==> src/rtl/rvvi_pkg.sv <==
// rtl/rvvi_pkg.sv - shared record type and constants for the RVVI retire serializer
package rvvi_pkg;

  localparam int RVVI_DROP_W   = 16;
  localparam int RVVI_ILEN_MAX = 64;
  localparam int RVVI_XLEN_MAX = 64;

  // Insn and PC are sized to the widest supported core; narrower values are zero-extended.
  typedef struct packed {
    logic [63:0]              order;
    logic [RVVI_ILEN_MAX-1:0] insn;
    logic [RVVI_XLEN_MAX-1:0] pc;
    logic                     trap;
    logic [1:0]               mode;
  } rvvi_retire_t;

  // Saturating add used by the drop counter.
  function automatic logic [RVVI_DROP_W-1:0] rvvi_sat_add(input logic [RVVI_DROP_W-1:0] a,
                                                          input logic [31:0] b);
    logic [32:0] s;
    s = 33'(a) + 33'(b);
    if (s > 33'((1 << RVVI_DROP_W) - 1)) return '1;
    return s[RVVI_DROP_W-1:0];
  endfunction

endpackage

==> src/rtl/rvvi_hart_fifo.sv <==
// rtl/rvvi_hart_fifo.sv - per-hart FIFO, up to RETIRE writes and one read per cycle
module rvvi_hart_fifo
  import rvvi_pkg::*;
#(
  parameter int RETIRE = 1,
  parameter int DEPTH  = 8
) (
  input  logic                          clk,
  input  logic                          rst,
  input  logic [RETIRE-1:0]             wr_valid,
  input  rvvi_retire_t [RETIRE-1:0]     wr_data,
  input  logic                          rd_en,
  output rvvi_retire_t                  rd_data,
  output logic [$clog2(DEPTH):0]        count
);

  localparam int AW = $clog2(DEPTH);

  rvvi_retire_t    mem_q [DEPTH];
  logic [AW-1:0]   wr_ptr_q;
  logic [AW-1:0]   rd_ptr_q;
  logic [AW:0]     count_q;
  logic [AW-1:0]   slot [RETIRE];
  logic [AW:0]     n_push;

  // Valid lanes are packed into consecutive slots in lane order, skipping holes.
  always_comb begin
    n_push = '0;
    for (int k = 0; k < RETIRE; k++) begin
      slot[k] = wr_ptr_q + n_push[AW-1:0];
      if (wr_valid[k]) n_push = n_push + (AW+1)'(1);
    end
  end

  // Storage: contents are left as-is on reset, the pointers make them unreachable.
  always_ff @(posedge clk) begin
    for (int k = 0; k < RETIRE; k++) begin
      if (wr_valid[k]) mem_q[slot[k]] <= wr_data[k];
    end
  end

  // Pointers wrap naturally modulo DEPTH; occupancy tracks pushes minus pops.
  always_ff @(posedge clk) begin
    if (rst) begin
      wr_ptr_q <= '0;
      rd_ptr_q <= '0;
      count_q  <= '0;
    end else begin
      wr_ptr_q <= wr_ptr_q + n_push[AW-1:0];
      if (rd_en) rd_ptr_q <= rd_ptr_q + AW'(1);
      count_q  <= count_q + n_push - (AW+1)'(rd_en);
    end
  end

  assign rd_data = mem_q[rd_ptr_q];
  assign count   = count_q;

endmodule

==> src/rtl/rvvi_retire_serializer.sv <==
// rtl/rvvi_retire_serializer.sv - multi-hart retire lanes into one record stream; optional RVVI_ORDER_CHECK_EN
module rvvi_retire_serializer
  import rvvi_pkg::*;
#(
  parameter int ILEN   = 32,
  parameter int XLEN   = 32,
  parameter int NHART  = 1,
  parameter int RETIRE = 1,
  parameter int DEPTH  = 8
) (
  input  logic                                     clk,
  input  logic                                     rst,
  input  logic [NHART-1:0][RETIRE-1:0]             in_valid,
  input  logic [NHART-1:0][RETIRE-1:0][63:0]       in_order,
  input  logic [NHART-1:0][RETIRE-1:0][ILEN-1:0]   in_insn,
  input  logic [NHART-1:0][RETIRE-1:0][XLEN-1:0]   in_pc,
  input  logic [NHART-1:0][RETIRE-1:0]             in_trap,
  input  logic [NHART-1:0][RETIRE-1:0][1:0]        in_mode,
  output logic [NHART-1:0]                         in_ready,
  output logic                                     out_valid,
  input  logic                                     out_ready,
  output logic [((NHART > 1) ? $clog2(NHART) : 1)-1:0] out_hart,
  output rvvi_retire_t                             out_rec,
  output logic [NHART-1:0]                         ovf,
  output logic [RVVI_DROP_W-1:0]                   drop_cnt,
  output logic [NHART-1:0]                         order_err
);

  localparam int HW = (NHART > 1) ? $clog2(NHART) : 1;
  localparam int CW = $clog2(DEPTH) + 1;

  rvvi_retire_t [RETIRE-1:0] wr_data [NHART];
  logic [RETIRE-1:0]         wr_valid [NHART];
  rvvi_retire_t              rd_data [NHART];
  logic [CW-1:0]             count [NHART];
  logic [NHART-1:0]          rd_en;
  logic [NHART-1:0]          nonempty;
  logic [NHART-1:0]          gap;
  logic [NHART-1:0]          ord_bad;
  logic [NHART-1:0]          drop_hit;
  logic [31:0]               drop_sum;

  logic [HW-1:0]             rr_q;
  logic [HW-1:0]             grant_q;
  logic                      lock_q;
  logic [NHART-1:0]          ovf_q;
  logic [NHART-1:0]          order_err_q;
  logic [RVVI_DROP_W-1:0]    drop_q;

  logic [HW-1:0]             sel;
  logic [HW-1:0]             cur;
  logic                      any_ne;
  logic                      pop;
  int                        arb_idx;

  // Acceptance, record packing, contiguity and drop accounting per hart.
  always_comb begin
    drop_sum = '0;
    for (int h = 0; h < NHART; h++) begin
      in_ready[h] = !rst && (count[h] <= CW'(DEPTH - RETIRE));
      nonempty[h] = (count[h] != '0);
      wr_valid[h] = in_ready[h] ? in_valid[h] : '0;
      gap[h]      = 1'b0;
      drop_hit[h] = 1'b0;
      for (int k = 0; k < RETIRE; k++) begin
        wr_data[h][k]       = '0;
        wr_data[h][k].order = in_order[h][k];
        wr_data[h][k].insn  = RVVI_ILEN_MAX'(in_insn[h][k]);
        wr_data[h][k].pc    = RVVI_XLEN_MAX'(in_pc[h][k]);
        wr_data[h][k].trap  = in_trap[h][k];
        wr_data[h][k].mode  = in_mode[h][k];
        if (k > 0 && in_valid[h][k] && !in_valid[h][k-1]) gap[h] = 1'b1;
        if (!rst && !in_ready[h] && in_valid[h][k]) begin
          drop_hit[h] = 1'b1;
          drop_sum    = drop_sum + 32'd1;
        end
      end
    end
  end

  genvar gh;
  generate
    for (gh = 0; gh < NHART; gh++) begin : g_hart
      rvvi_hart_fifo #(
        .RETIRE (RETIRE),
        .DEPTH  (DEPTH)
      ) u_fifo (
        .clk      (clk),
        .rst      (rst),
        .wr_valid (wr_valid[gh]),
        .wr_data  (wr_data[gh]),
        .rd_en    (rd_en[gh]),
        .rd_data  (rd_data[gh]),
        .count    (count[gh])
      );
    end
  endgenerate

  // Round-robin pick starting at rr_q; a stalled grant stays locked until accepted.
  always_comb begin
    sel     = rr_q;
    any_ne  = 1'b0;
    arb_idx = 0;
    for (int i = 0; i < NHART; i++) begin
      arb_idx = (int'(rr_q) + i) % NHART;
      if (!any_ne && nonempty[arb_idx]) begin
        any_ne = 1'b1;
        sel    = HW'(arb_idx);
      end
    end
    cur       = lock_q ? grant_q : sel;
    out_valid = lock_q || any_ne;
    out_hart  = out_valid ? cur : '0;
    out_rec   = out_valid ? rd_data[cur] : '0;
    pop       = out_valid && out_ready;
    rd_en     = '0;
    if (pop) rd_en[cur] = 1'b1;
  end

  // Arbiter pointer, grant lock and sticky status.
  always_ff @(posedge clk) begin
    if (rst) begin
      rr_q        <= '0;
      grant_q     <= '0;
      lock_q      <= 1'b0;
      ovf_q       <= '0;
      order_err_q <= '0;
      drop_q      <= '0;
    end else begin
      if (pop) rr_q <= (cur == HW'(NHART - 1)) ? '0 : cur + HW'(1);
      grant_q     <= cur;
      lock_q      <= out_valid && !out_ready;
      ovf_q       <= ovf_q | drop_hit;
      order_err_q <= order_err_q | gap | ord_bad;
      drop_q      <= rvvi_sat_add(drop_q, drop_sum);
    end
  end

`ifdef RVVI_ORDER_CHECK_EN
  logic [63:0]      exp_q [NHART];
  logic [63:0]      exp_d [NHART];
  logic [NHART-1:0] have_q;
  logic [NHART-1:0] have_d;
  logic [63:0]      oc_base;
  int               oc_j;

  // Accepted lanes must count up from the expected order; expected resyncs to the last one.
  always_comb begin
    oc_base = '0;
    oc_j    = 0;
    for (int h = 0; h < NHART; h++) begin
      ord_bad[h] = 1'b0;
      exp_d[h]   = exp_q[h];
      have_d[h]  = have_q[h];
      oc_base    = exp_q[h];
      oc_j       = 0;
      if (in_ready[h]) begin
        for (int k = 0; k < RETIRE; k++) begin
          if (in_valid[h][k]) begin
            if (!have_q[h] && oc_j == 0) oc_base = in_order[h][k];
            if (in_order[h][k] != oc_base + 64'(oc_j)) ord_bad[h] = 1'b1;
            exp_d[h]  = in_order[h][k] + 64'd1;
            have_d[h] = 1'b1;
            oc_j      = oc_j + 1;
          end
        end
      end
    end
  end

  // Expected-order registers.
  always_ff @(posedge clk) begin
    if (rst) begin
      have_q <= '0;
      for (int h = 0; h < NHART; h++) exp_q[h] <= '0;
    end else begin
      have_q <= have_d;
      for (int h = 0; h < NHART; h++) exp_q[h] <= exp_d[h];
    end
  end
`else
  assign ord_bad = '0;
`endif

  assign ovf       = ovf_q;
  assign order_err = order_err_q;
  assign drop_cnt  = drop_q;

endmodule

==> config.mk <==
export PLATFORM = sky130hd
export DESIGN_NAME = rvvi_retire_serializer
export DESIGN_NICKNAME = d
export VERILOG_FILES = /design/src/rtl/rvvi_pkg.sv /design/src/rtl/rvvi_hart_fifo.sv /design/src/rtl/rvvi_retire_serializer.sv
export SDC_FILE = /design/constraint.sdc
export NUM_CORES = 1
export LEC_CHECK = 0
export CELL_PAD_IN_SITES_DETAIL_PLACEMENT = 1
export CELL_PAD_IN_SITES_GLOBAL_PLACEMENT = 2
export CORE_ASPECT_RATIO = 1.75
export CORE_MARGIN = 2
export CORE_UTILIZATION = 40
export DETAILED_ROUTE_END_ITERATION = 12
export PLACE_DENSITY_LB_ADDON = 0.1
export SLEW_MARGIN = 10
export SYNTH_ARGS = -nofsm -noshare
export SYNTH_HDL_FRONTEND = slang
export SYNTH_SLANG_ARGS = --single-unit
==> constraint.sdc <==
create_clock -name clk -period 19.2 [get_ports clk]
set_input_delay 3.84 -clock clk [delete_from_list [all_inputs] [get_ports clk]]
set_output_delay 3.84 -clock clk [all_outputs]
set_load 0.1 [all_outputs]
==> impl_metrics.tcl <==
set metrics [dict create \
    fin_tns_setup_ns 0 \
    path_clk_slew_ns 0.06 \
    ctsHoldBuffers 0 \
    hp-class "reg2reg" \
    grt_use_total_pct 18.5 \
    synth_xor_area_share_pct 0.315 \
    dr_total_vias 19400 \
    worst_slew_pin_slew_ns 1.15 \
    first_pass_iters 5 \
    arrival_ns 5.89 \
    synthMuxAreaShare_pct 17.3 \
    nFillCells 9321 \
    setup_violations 0 \
    powerDensity_nw_per_um2 152 \
    synth-simple-area-share_pct 2.03 \
    use_met2_pct 31.4 \
    worstSetupStartpoint "rst" \
    fin_crit_ns 9.73 \
    cts_setup_buffers 0 \
    crit_top_cell "clkdlybuf4s50_1" \
    boundaryPins 351 \
    status "completed" \
    drt_iter0_drc 1138 \
    initial_utilization_pct 40.4 \
    drive_gt1_share_pct 20.3 \
    ys_seq_area_share_pct 76.9 \
    busiest_layer "met2" \
    area_delta_synth_final_pct 17.3 \
    grt_use_met3_pct 3.81 \
    critPathLaunchType "primary input" \
    netlist.area_leader.share_pct 75.4 \
    crit_type "in2out" \
    clock_latency_ns 0.69 \
    path_cells "clkdlybuf4s50_1, buf_4, a21oi_1, clkdlybuf4s50_1" \
    synth_warnings 0 \
    fin_nets 2370 \
    rows 156 \
    worstHoldStart "ovf" \
    grt_start_max_net_pins 145 \
    ys_top_cells_by_area "edfxtp_1 (75%), mux4_2 (14%), mux2i_1 (3.2%)" \
    synth_top_area_cell "edfxtp_1" \
    total_power_mw 7.47 \
    clk_path_buf_depth 3 \
    cts_root_buffer "clkbuf_16" \
    fmax_mhz 103 \
    yosysUniqueCellTypes 36 \
    async_reset_ff_share_pct 0 \
    wire_per_inst_um 26.6 \
    netlist_area_um2 41800 \
    synth_edf_count 1048 \
    met1_usage_pct 23.7 \
    wl_um 96800 \
    crit_path_max_fanout 32 \
    via_per_inst 5.33 \
    grt-ovfl-total 0 \
    cts_buffers 100 \
    p_leak_nw 15.0 \
    grt_first_pass_wirelength_um 144000 \
    hold_violations 0 \
    regToRegSetupSlack_ns 15.61 \
    r2r_start "g_hart[0].u_fifo.count[3]" \
    max_slew_margin_pct 22.9 \
    dieArea_um2 107000 \
    cts_tree "yes" \
    drc_errors 0 \
    gp_congestion 0.706 \
    grt_antenna_before_repair 16 \
    cp_slowest_cell "clkdlybuf4s50_1" \
    synth_top_family_by_area "multiplexers" \
    min_period_over_period_pct 50.7 \
    synthAdderAreaFrac_pct 0.378 \
    post_cts_resized 0 \
    cts_num_sinks 1080 \
    io_buffer_count 285 \
    grt_pass1_vias 21600 \
    synth_compound_area_share_pct 0.336 \
    htreeDepth 3 \
    maxCapViolCount 0 \
    fin_skew_ns 0.0178 \
    die_w_um 248 \
    synth-seq-cells 1080 \
    post-route-util_pct 47.4 \
    cp-end-kind "output pin" \
    ys.flop_type "edfxtp_1" \
    worstPathRequired_ns 15.36 \
    ant_nets 0 \
    chipHeight_um 431 \
    hpwlAfterDp_um 51000 \
    core_area_um2 103000 \
    synthCells 1890 \
    peakVddDrop_uv 156 \
    drv_slew 0 \
    max_stage_delay_ns 1.16 \
    syn_avg_cell_area_um2 22.1 \
    rsz0062_at_grt "false" \
]
-- final timing paths --
path,endpoint,cells past startpoint
worst min register to register,ovf,2
worst max register to register,g_hart[0].u_fifo.mem_q[7][62],10
worst max-delay path,in_ready,4
worst min-delay path,ovf,2
-- kinds of logic (layout without fill, tap and decap cells) --
group                    Yosys count  in the layout
AND/OR/NAND/NOR                  195            195
other                              1             67
multiplexers                     396            396
adder cells (fa/ha/maj)           12             12
buffers and inverters            172            517
AO/OA/AOI/OAI                     19             19
XOR/XNOR                          15             15
flip-flops                      1080           1080
-- per-layer routing --
| layer | share of wire [%] | vias up |
|---|---|---|
| li1 | - | 8281 |
| met1 | 41 | 10500 |
| met2 | 51 | 461 |
| met3 | 5.5 | 140 |
| met4 | 2.4 | 24 |
| met5 | 0.16 | - |
-- flip-flops by register name, indices dropped and copies added (netlist names), named ones only --
register                count
g_hart.u_fifo.count         4
ovf                         1
grant_q                     1
lock_q                      1
g_hart.u_fifo.mem_q      1048
g_hart.u_fifo.rd_ptr_q      3
g_hart.u_fifo.wr_ptr_q      3
drop_cnt                   16
-- where the power goes --
part           total, mW  internal, mW  leakage, nW  switching (mW)
Combinational       2.84         0.769         3.74            2.07
Clock               1.94          1.09         1.54           0.852
Sequential          2.68          2.64         9.72          0.0436
Total               7.47          4.50         15.0            2.97
-- placed cells by master, fill, tap and decap left out, types with 6 or more instances in the layout --
master	instances
edfxtp_1	1048
clkdlybuf4s50_1	285
mux4_2	262
nor2_1	148
mux2i_1	134
clkbuf_16	103
conb_1	65
buf_4	36
dfxtp_1	29
clkinv_1	22
clkinv_2	19
clkbuf_1	17
inv_1	15
xnor2_1	12
ha_1	11
a21oi_2	10
nand2_1	8
bufinv_16	8
nand3_1	6
-- critical path, delay by kind of cell --
kind,cells,cell delay (ns)
buffers and inverters,3,1.83
AOI/OAI and AO/OA,1,0.20
-- through the flow --
stage | cell area, um2 | instances | worst slack, ns | hold WS (ns)
after floorplan | 42000 | 1954 | 1.71 | 0.465
after global placement | 45800 | 3464 | 9.46 | 0.483
after detailed placement | 45800 | 3464 | 9.44 | 0.492
after CTS | 49000 | 3642 | 9.43 | 0.502
after global routing | 49000 | 3644 | 9.37 | 0.528
final | 49000 | 3644 | 9.47 | 0.487
-- cell usage after synthesis, types with 2 or more instances --
library cell and number:
dfxtp_1 32, nand2_1 8, xor2_1 3, edfxtp_1 1048, clkbuf_1 19, inv_1 15, nor4_1 4, buf_2 47
nand3_2 2, a21oi_1 5, nor2_1 151, buf_4 65, nand4_1 3, a21oi_2 10, mux4_2 262, ha_1 11
nor2b_1 3, nand3_1 6, xnor2_1 12, nor3_1 9, buf_6 21, mux2i_1 134, nand2b_1 5, buf_1 3
-- cell type report --
class	count	area, um2	area share (%)
Sequential cell	1080	32100	65.6
Multi-Input combinational cell	702	8820	18.0
Timing Repair Buffer	323	3160	6.46
Clock buffer	122	2670	5.45
Tap cell	1343	1680	3.43
Clock inverter	56	472	0.963
Inverter	16	60.1	0.123
Antenna cell	2	5.00	0.0102
(Power assumes the default switching activity.)
